### src/rtl/cic_comp_fir_pkg.sv
// Shared widths, FSM encoding and droop-compensation coefficients for the CIC compensation FIR.
package cic_comp_fir_pkg;

  localparam int unsigned IN_W_DEF  = 19;
  localparam int unsigned CW_DEF    = 16;
  localparam int unsigned NTAPS_DEF = 16;
  localparam int unsigned ACC_W_DEF = 40;
  localparam int unsigned OUT_W_DEF = 24;

  typedef enum logic [1:0] {
    StIdle  = 2'd0,
    StMac   = 2'd1,
    StRound = 2'd2
  } state_e;

  // First half of a symmetric 16-tap set; taps sum to 4096 for unity DC gain at SHIFT=12.
  function automatic logic signed [15:0] coef_half(input logic [2:0] idx);
    case (idx)
      3'd0:    return -16'sd8;
      3'd1:    return -16'sd24;
      3'd2:    return 16'sd16;
      3'd3:    return 16'sd72;
      3'd4:    return -16'sd60;
      3'd5:    return -16'sd184;
      3'd6:    return 16'sd236;
      default: return 16'sd2000;
    endcase
  endfunction

endpackage

### src/rtl/cic_comp_coef_rom.sv
// Combinational coefficient table; only half is stored, the rest is mirrored (h[k] = h[NTAPS-1-k]).
module cic_comp_coef_rom
  import cic_comp_fir_pkg::*;
#(
  parameter int unsigned NTAPS = NTAPS_DEF,
  parameter int unsigned CW    = CW_DEF,
  localparam int unsigned AW   = $clog2(NTAPS)
) (
  input  logic [AW-1:0]        tap_i,
  output logic signed [CW-1:0] coef_o
);

  logic [AW-1:0] half_idx;

  always_comb begin
    half_idx = (tap_i >= AW'(NTAPS / 2)) ? AW'(NTAPS - 1) - tap_i : tap_i;
    coef_o   = CW'(coef_half(3'(half_idx)));
  end

endmodule

### src/rtl/cic_comp_fir.sv
// CIC droop-compensation FIR: one time-multiplexed MAC over a circular delay line,
// optional 2x decimation, rounded and saturated signed output.
module cic_comp_fir
  import cic_comp_fir_pkg::*;
#(
  parameter int unsigned IN_W  = IN_W_DEF,
  parameter int unsigned CW    = CW_DEF,
  parameter int unsigned NTAPS = NTAPS_DEF,
  parameter int unsigned ACC_W = ACC_W_DEF,
  parameter int unsigned OUT_W = OUT_W_DEF,
  parameter int unsigned SHIFT = 12,
  parameter int unsigned DEC   = 2
) (
  input  logic             clk,
  input  logic             rst,
  input  logic             in_valid,
  input  logic [IN_W-1:0]  in_data,
  output logic             out_valid,
  output logic [OUT_W-1:0] out_data,
  output logic             busy,
  output logic             overrun
);

  localparam int unsigned AW = $clog2(NTAPS);
  localparam int unsigned SW = IN_W + 1;
  localparam int unsigned PW = IN_W + 1 + CW;

  localparam logic signed [ACC_W-1:0] Half   = ACC_W'(1) << (SHIFT - 1);
  localparam logic signed [ACC_W-1:0] MaxOut = {{(ACC_W - OUT_W + 1){1'b0}}, {(OUT_W - 1){1'b1}}};
  localparam logic signed [ACC_W-1:0] MinOut = ~MaxOut;

  state_e                   state_q, state_d;
  logic signed [SW-1:0]     line_q [NTAPS];
  logic signed [SW-1:0]     line_d [NTAPS];
  logic [AW-1:0]            wr_ptr_q, wr_ptr_d;
  logic [AW-1:0]            tap_q, tap_d;
  logic                     phase_q, phase_d;
  logic signed [ACC_W-1:0]  acc_q, acc_d;
  logic                     out_valid_q, out_valid_d;
  logic [OUT_W-1:0]         out_data_q, out_data_d;
  logic                     overrun_q, overrun_d;

  logic signed [SW-1:0]     in_sx;
  logic                     phase_nxt;
  logic [AW-1:0]            rd_idx;
  logic signed [SW-1:0]     sample;
  logic signed [CW-1:0]     coef;
  logic signed [PW-1:0]     prod;
  logic signed [ACC_W-1:0]  rnd_sum;
  logic signed [ACC_W-1:0]  shifted;

  cic_comp_coef_rom #(
    .NTAPS (NTAPS),
    .CW    (CW)
  ) u_coef_rom (
    .tap_i  (tap_q),
    .coef_o (coef)
  );

  always_comb begin
    in_sx   = {1'b0, in_data};
    // wr_ptr_q already points past the newest sample for the whole MAC sequence.
    rd_idx  = wr_ptr_q - AW'(1) - tap_q;
    sample  = line_q[rd_idx];
    prod    = PW'(sample) * PW'(coef);
    rnd_sum = acc_q + Half;
    shifted = rnd_sum >>> SHIFT;
  end

  always_comb begin
    state_d     = state_q;
    line_d      = line_q;
    wr_ptr_d    = wr_ptr_q;
    tap_d       = tap_q;
    phase_d     = phase_q;
    phase_nxt   = phase_q;
    acc_d       = acc_q;
    out_valid_d = 1'b0;
    out_data_d  = out_data_q;
    overrun_d   = overrun_q;

    unique case (state_q)
      StIdle: begin
        if (in_valid) begin
          line_d[wr_ptr_q] = in_sx;
          wr_ptr_d         = wr_ptr_q + AW'(1);
          phase_nxt        = (DEC == 2) ? ~phase_q : 1'b0;
          phase_d          = phase_nxt;
          if (!phase_nxt) begin
            state_d = StMac;
            acc_d   = '0;
            tap_d   = '0;
          end
        end
      end
      StMac: begin
        acc_d = acc_q + ACC_W'(prod);
        tap_d = tap_q + AW'(1);
        if (tap_q == AW'(NTAPS - 1)) begin
          state_d = StRound;
        end
      end
      StRound: begin
        out_valid_d = 1'b1;
        if (shifted > MaxOut) begin
          out_data_d = MaxOut[OUT_W-1:0];
        end else if (shifted < MinOut) begin
          out_data_d = MinOut[OUT_W-1:0];
        end else begin
          out_data_d = shifted[OUT_W-1:0];
        end
        state_d = StIdle;
      end
      default: state_d = StIdle;
    endcase

    if (in_valid && (state_q != StIdle)) begin
      overrun_d = 1'b1;
    end
  end

  always_ff @(posedge clk) begin
    if (rst) begin
      state_q     <= StIdle;
      for (int i = 0; i < NTAPS; i++) begin
        line_q[i] <= '0;
      end
      wr_ptr_q    <= '0;
      tap_q       <= '0;
      phase_q     <= 1'b0;
      acc_q       <= '0;
      out_valid_q <= 1'b0;
      out_data_q  <= '0;
      overrun_q   <= 1'b0;
    end else begin
      state_q     <= state_d;
      line_q      <= line_d;
      wr_ptr_q    <= wr_ptr_d;
      tap_q       <= tap_d;
      phase_q     <= phase_d;
      acc_q       <= acc_d;
      out_valid_q <= out_valid_d;
      out_data_q  <= out_data_d;
      overrun_q   <= overrun_d;
    end
  end

  assign out_valid = out_valid_q;
  assign out_data  = out_data_q;
  assign busy      = (state_q != StIdle);
  assign overrun   = overrun_q;

endmodule

### config.mk
export PLATFORM = sky130hd
export DESIGN_NAME = cic_comp_fir
export DESIGN_NICKNAME = d
export VERILOG_FILES = /design/src/rtl/cic_comp_fir_pkg.sv /design/src/rtl/cic_comp_coef_rom.sv /design/src/rtl/cic_comp_fir.sv
export SDC_FILE = /design/constraint.sdc
export NUM_CORES = 2
export LEC_CHECK = 0
export CORE_MARGIN = 2
export CORE_UTILIZATION = 64
export CTS_CLUSTER_SIZE = 14
export DETAILED_ROUTE_END_ITERATION = 10
export HOLD_SLACK_MARGIN = 0.02
export PLACE_DENSITY = 0.83
export SLEW_MARGIN = 20
export SYNTH_ARGS = -nofsm -noshare
export SYNTH_HDL_FRONTEND = slang
export SYNTH_SLANG_ARGS = --single-unit
### constraint.sdc
create_clock -name clk -period 9.5 [get_ports clk]
set_input_delay 0.95 -clock clk [delete_from_list [all_inputs] [get_ports clk]]
set_output_delay 0.95 -clock clk [all_outputs]
set_load 0.01 [all_outputs]
==> flow_summary_export.csv <==
group,metric,value,unit
outcome,outcome,"finished clean",
die,die_h,208,um
drt,drtPass1Iterations,6,
global_route,grt_pass1_vias,22900,
global_route,antenna_found_initial,0,
critical_path,worstPathRequired,9.93,ns
clock_tree,cts_hold_buf,0,
logic_synthesis,synth_area,0.0267,mm2
timing,whs,0.452,ns
place,post-dp-hpwl,49300,um
die,pin_count,49,
critical_path,cp_max_fo,40,
critical_path,cp-end-kind,"flip-flop",
drt,wl,70800,um
timing,setup_violations,0,
die,die_w,208,um
global_route,overflow,0,
final_layout,drive_gt1_share,8.65,%
timing,clock_skew,0.0307,ns
drt,dr_total_vias,22500,
clock_tree,ctsRootBufferMaster,"clkbuf_16",
timing,fin_setup_tns,0,ns
global_route,grt_pass1_wl,115000,um
final_layout,mostFrequentLayoutCell,"nand2_1",
logic_synthesis,yosys_warnings,0,
timing,final_max_slew_viol_count,0,
final_layout,nNetsFinal,3553,
logic_synthesis,synthesis.nets,3614,
logic_synthesis,synth-seq-cells,379,
logic_synthesis,ys_seq_area_share,28.4,%
critical_path,cpLargestDelayFamily,"adder cells",
drt,drtIter0Drc,2400,
critical_path,timing.critical_path.slowest_stage_cell,"fa_4",
critical_path,slowest_delay,0.95,ns
timing,report.final.hold_viol_count,0,
critical_path,start_kind,"flip-flop",
critical_path,cp.arrival,9.53,ns
clock_tree,cts_tree,"done",
clock_tree,clkLatencyLatePin,0.59,ns
die,rows,74,
global_route,grt_usage,32.8,%
die,die_area,0.0434,mm2
timing,fin_crit_sh,95.8,%
timing,tightest_slew,1.21,ns
final_layout,final_cell_mix,"nand2_1, dfxtp_1, a21oi_1",
logic_synthesis,synth_edf_count,0,
place,dpl_cell_area,0.0275,mm2
drt,viasPerCell,6.06,
min_path,hold_class,"flip-flop to flip-flop",
logic_synthesis,synth.avg_cell_area,8.33,um2
global_route,grt_max_degree,118,
timing,rsz0062_at_grt,"false",
place,portBuffers,48,
final_layout,fin_area,0.0291,mm2
logic_synthesis,synth_ff_type,"dfxtp_1",
die,start_util,65.1,%
logic_synthesis,async_flop_share,0,%
drt,drc,0,
timing,fmax,0.110,GHz
die,design.core.area,0.0410,mm2
final_layout,syn_to_final_growth,8.85,%
clock_tree,clock_sinks,379,
job,drv_cap,0,
critical_path,critPathKind,"flip-flop to flip-flop",
timing,relSlewSlack,19.1,%
clock_tree,clk_pin_slew_worst_paths,0.06,ns
clock_tree,h-tree-depth,2,
timing,fin_crit,9.10,ns
drt,avgRoutedWirePerCell,19.1,um
clock_tree,clockBufferDepth,3,
critical_path,cp_num_buf_inv,7,
drt,postRouteAntennaNets,0,
place,routabilityCongestion,0.969,
logic_synthesis,synthCells,3207,
logic_synthesis,post_synth_num_cell_types,68,
clock_tree,cts_buffers,41,
## timing repair
item,in CTS,in global routing
resized for setup,0,12
buffers inserted,0,5
endpoints found under the setup margin,0,16
## stage by stage
step                      utilization (%)  setup WS (ns)  instances
after floorplan                         -           1.30       3207
after detailed placement             67.0         0.0531       3629
after CTS                            70.6        0.00977       3704
after global placement               67.0          0.331       3629
after global routing                 70.9         0.0208       3710
final                                70.9          0.402       3711
## cell type report
class	instances	area (um2)
multi-input combinational	2291	17200
sequential	379	7590
clock inverter	21	298
timing repair buffer	103	967
antenna	1	2.50
inverter	330	1240
fill	2988	11900
clock buffer	54	1150
tap	532	666
## cells in the mapped netlist, drive strengths merged, types with 2 or more instances
cell	n	area [um2]
nor2b	12	75.1
or3	3	23.8
dfxtp	379	7590
o211ai	2	15.0
a41oi	3	26.3
a211o	4	35.0
nor3	8	60.1
mux2i	4	40.0
or2	7	43.8
o21a	6	45.0
nand4	16	106
or4b	2	20.0
nor3b	3	22.5
a21o	42	315
nand2b	16	100
and2	10	65.1
clkbuf	146	548
o41ai	2	17.5
a31oi	6	37.5
and3	10	65.1
fa	206	4120
nand3	50	250
buf	61	308
xnor2	57	499
a21boi	5	37.5
o21ai	58	305
nor2	260	983
inv	329	1230
a21oi	349	1750
o31ai	7	67.6
nand2	773	2900
ha	179	2240
nand4b	3	26.3
a22oi	20	150
mux4	76	1710
and4	2	20.0
a22o	3	27.5
o21bai	8	60.1
a211oi	29	318
xor2	42	368
## routing by layer
metal	vias up	wire length [um]	part of all wire, %	global-route usage [%]
met5	-	0	0	0
met4	0	3320	4.7	15.8
met3	241	6600	9.3	5.18
met2	1245	34300	48	56.6
met1	10800	26600	38	40.4
li1	10200	-	-	-
## final timing paths
path | start | to | slack [ns] | depth (start not counted)
worst max register to register | tap_q[0] | acc_q[36] | 0.40 | 30
worst min-delay path | line_q[51] | line_q[51] | 0.45 | 2
worst min register to register | line_q[51] | line_q[51] | 0.45 | 2
worst max-delay path | tap_q[0] | acc_q[36] | 0.40 | 30
## cell families after synthesis
| logic type | share of synthesized area, % |
|---|---|
| and+or+nand+nor | 17.8 |
| xor gates and xnor gates | 3.25 |
| buffers and inverters | 7.84 |
| adders and majority gates | 23.8 |
| AOI/OAI and AO/OA | 12.2 |
| muxes | 6.60 |
| DFF | 28.4 |
## state kept, by name, summed over array words and instances (netlist names)
signal and count:
overrun 1, out_data 24, phase_q 1, wr_ptr_q 4
state_q 2, out_valid 1, acc_q 38, line_q 304
tap_q 4
## tightest hold or removal path, cell delays in order, from the launching register on
cell and delay, ns:
dfxtp_1 0.30, nand2_1 0.05, a21oi_1 0.05
Power is left out: the tool's default activity adds up to more than one toggle a clock period on the data nets, which glitch-free logic cannot reach.
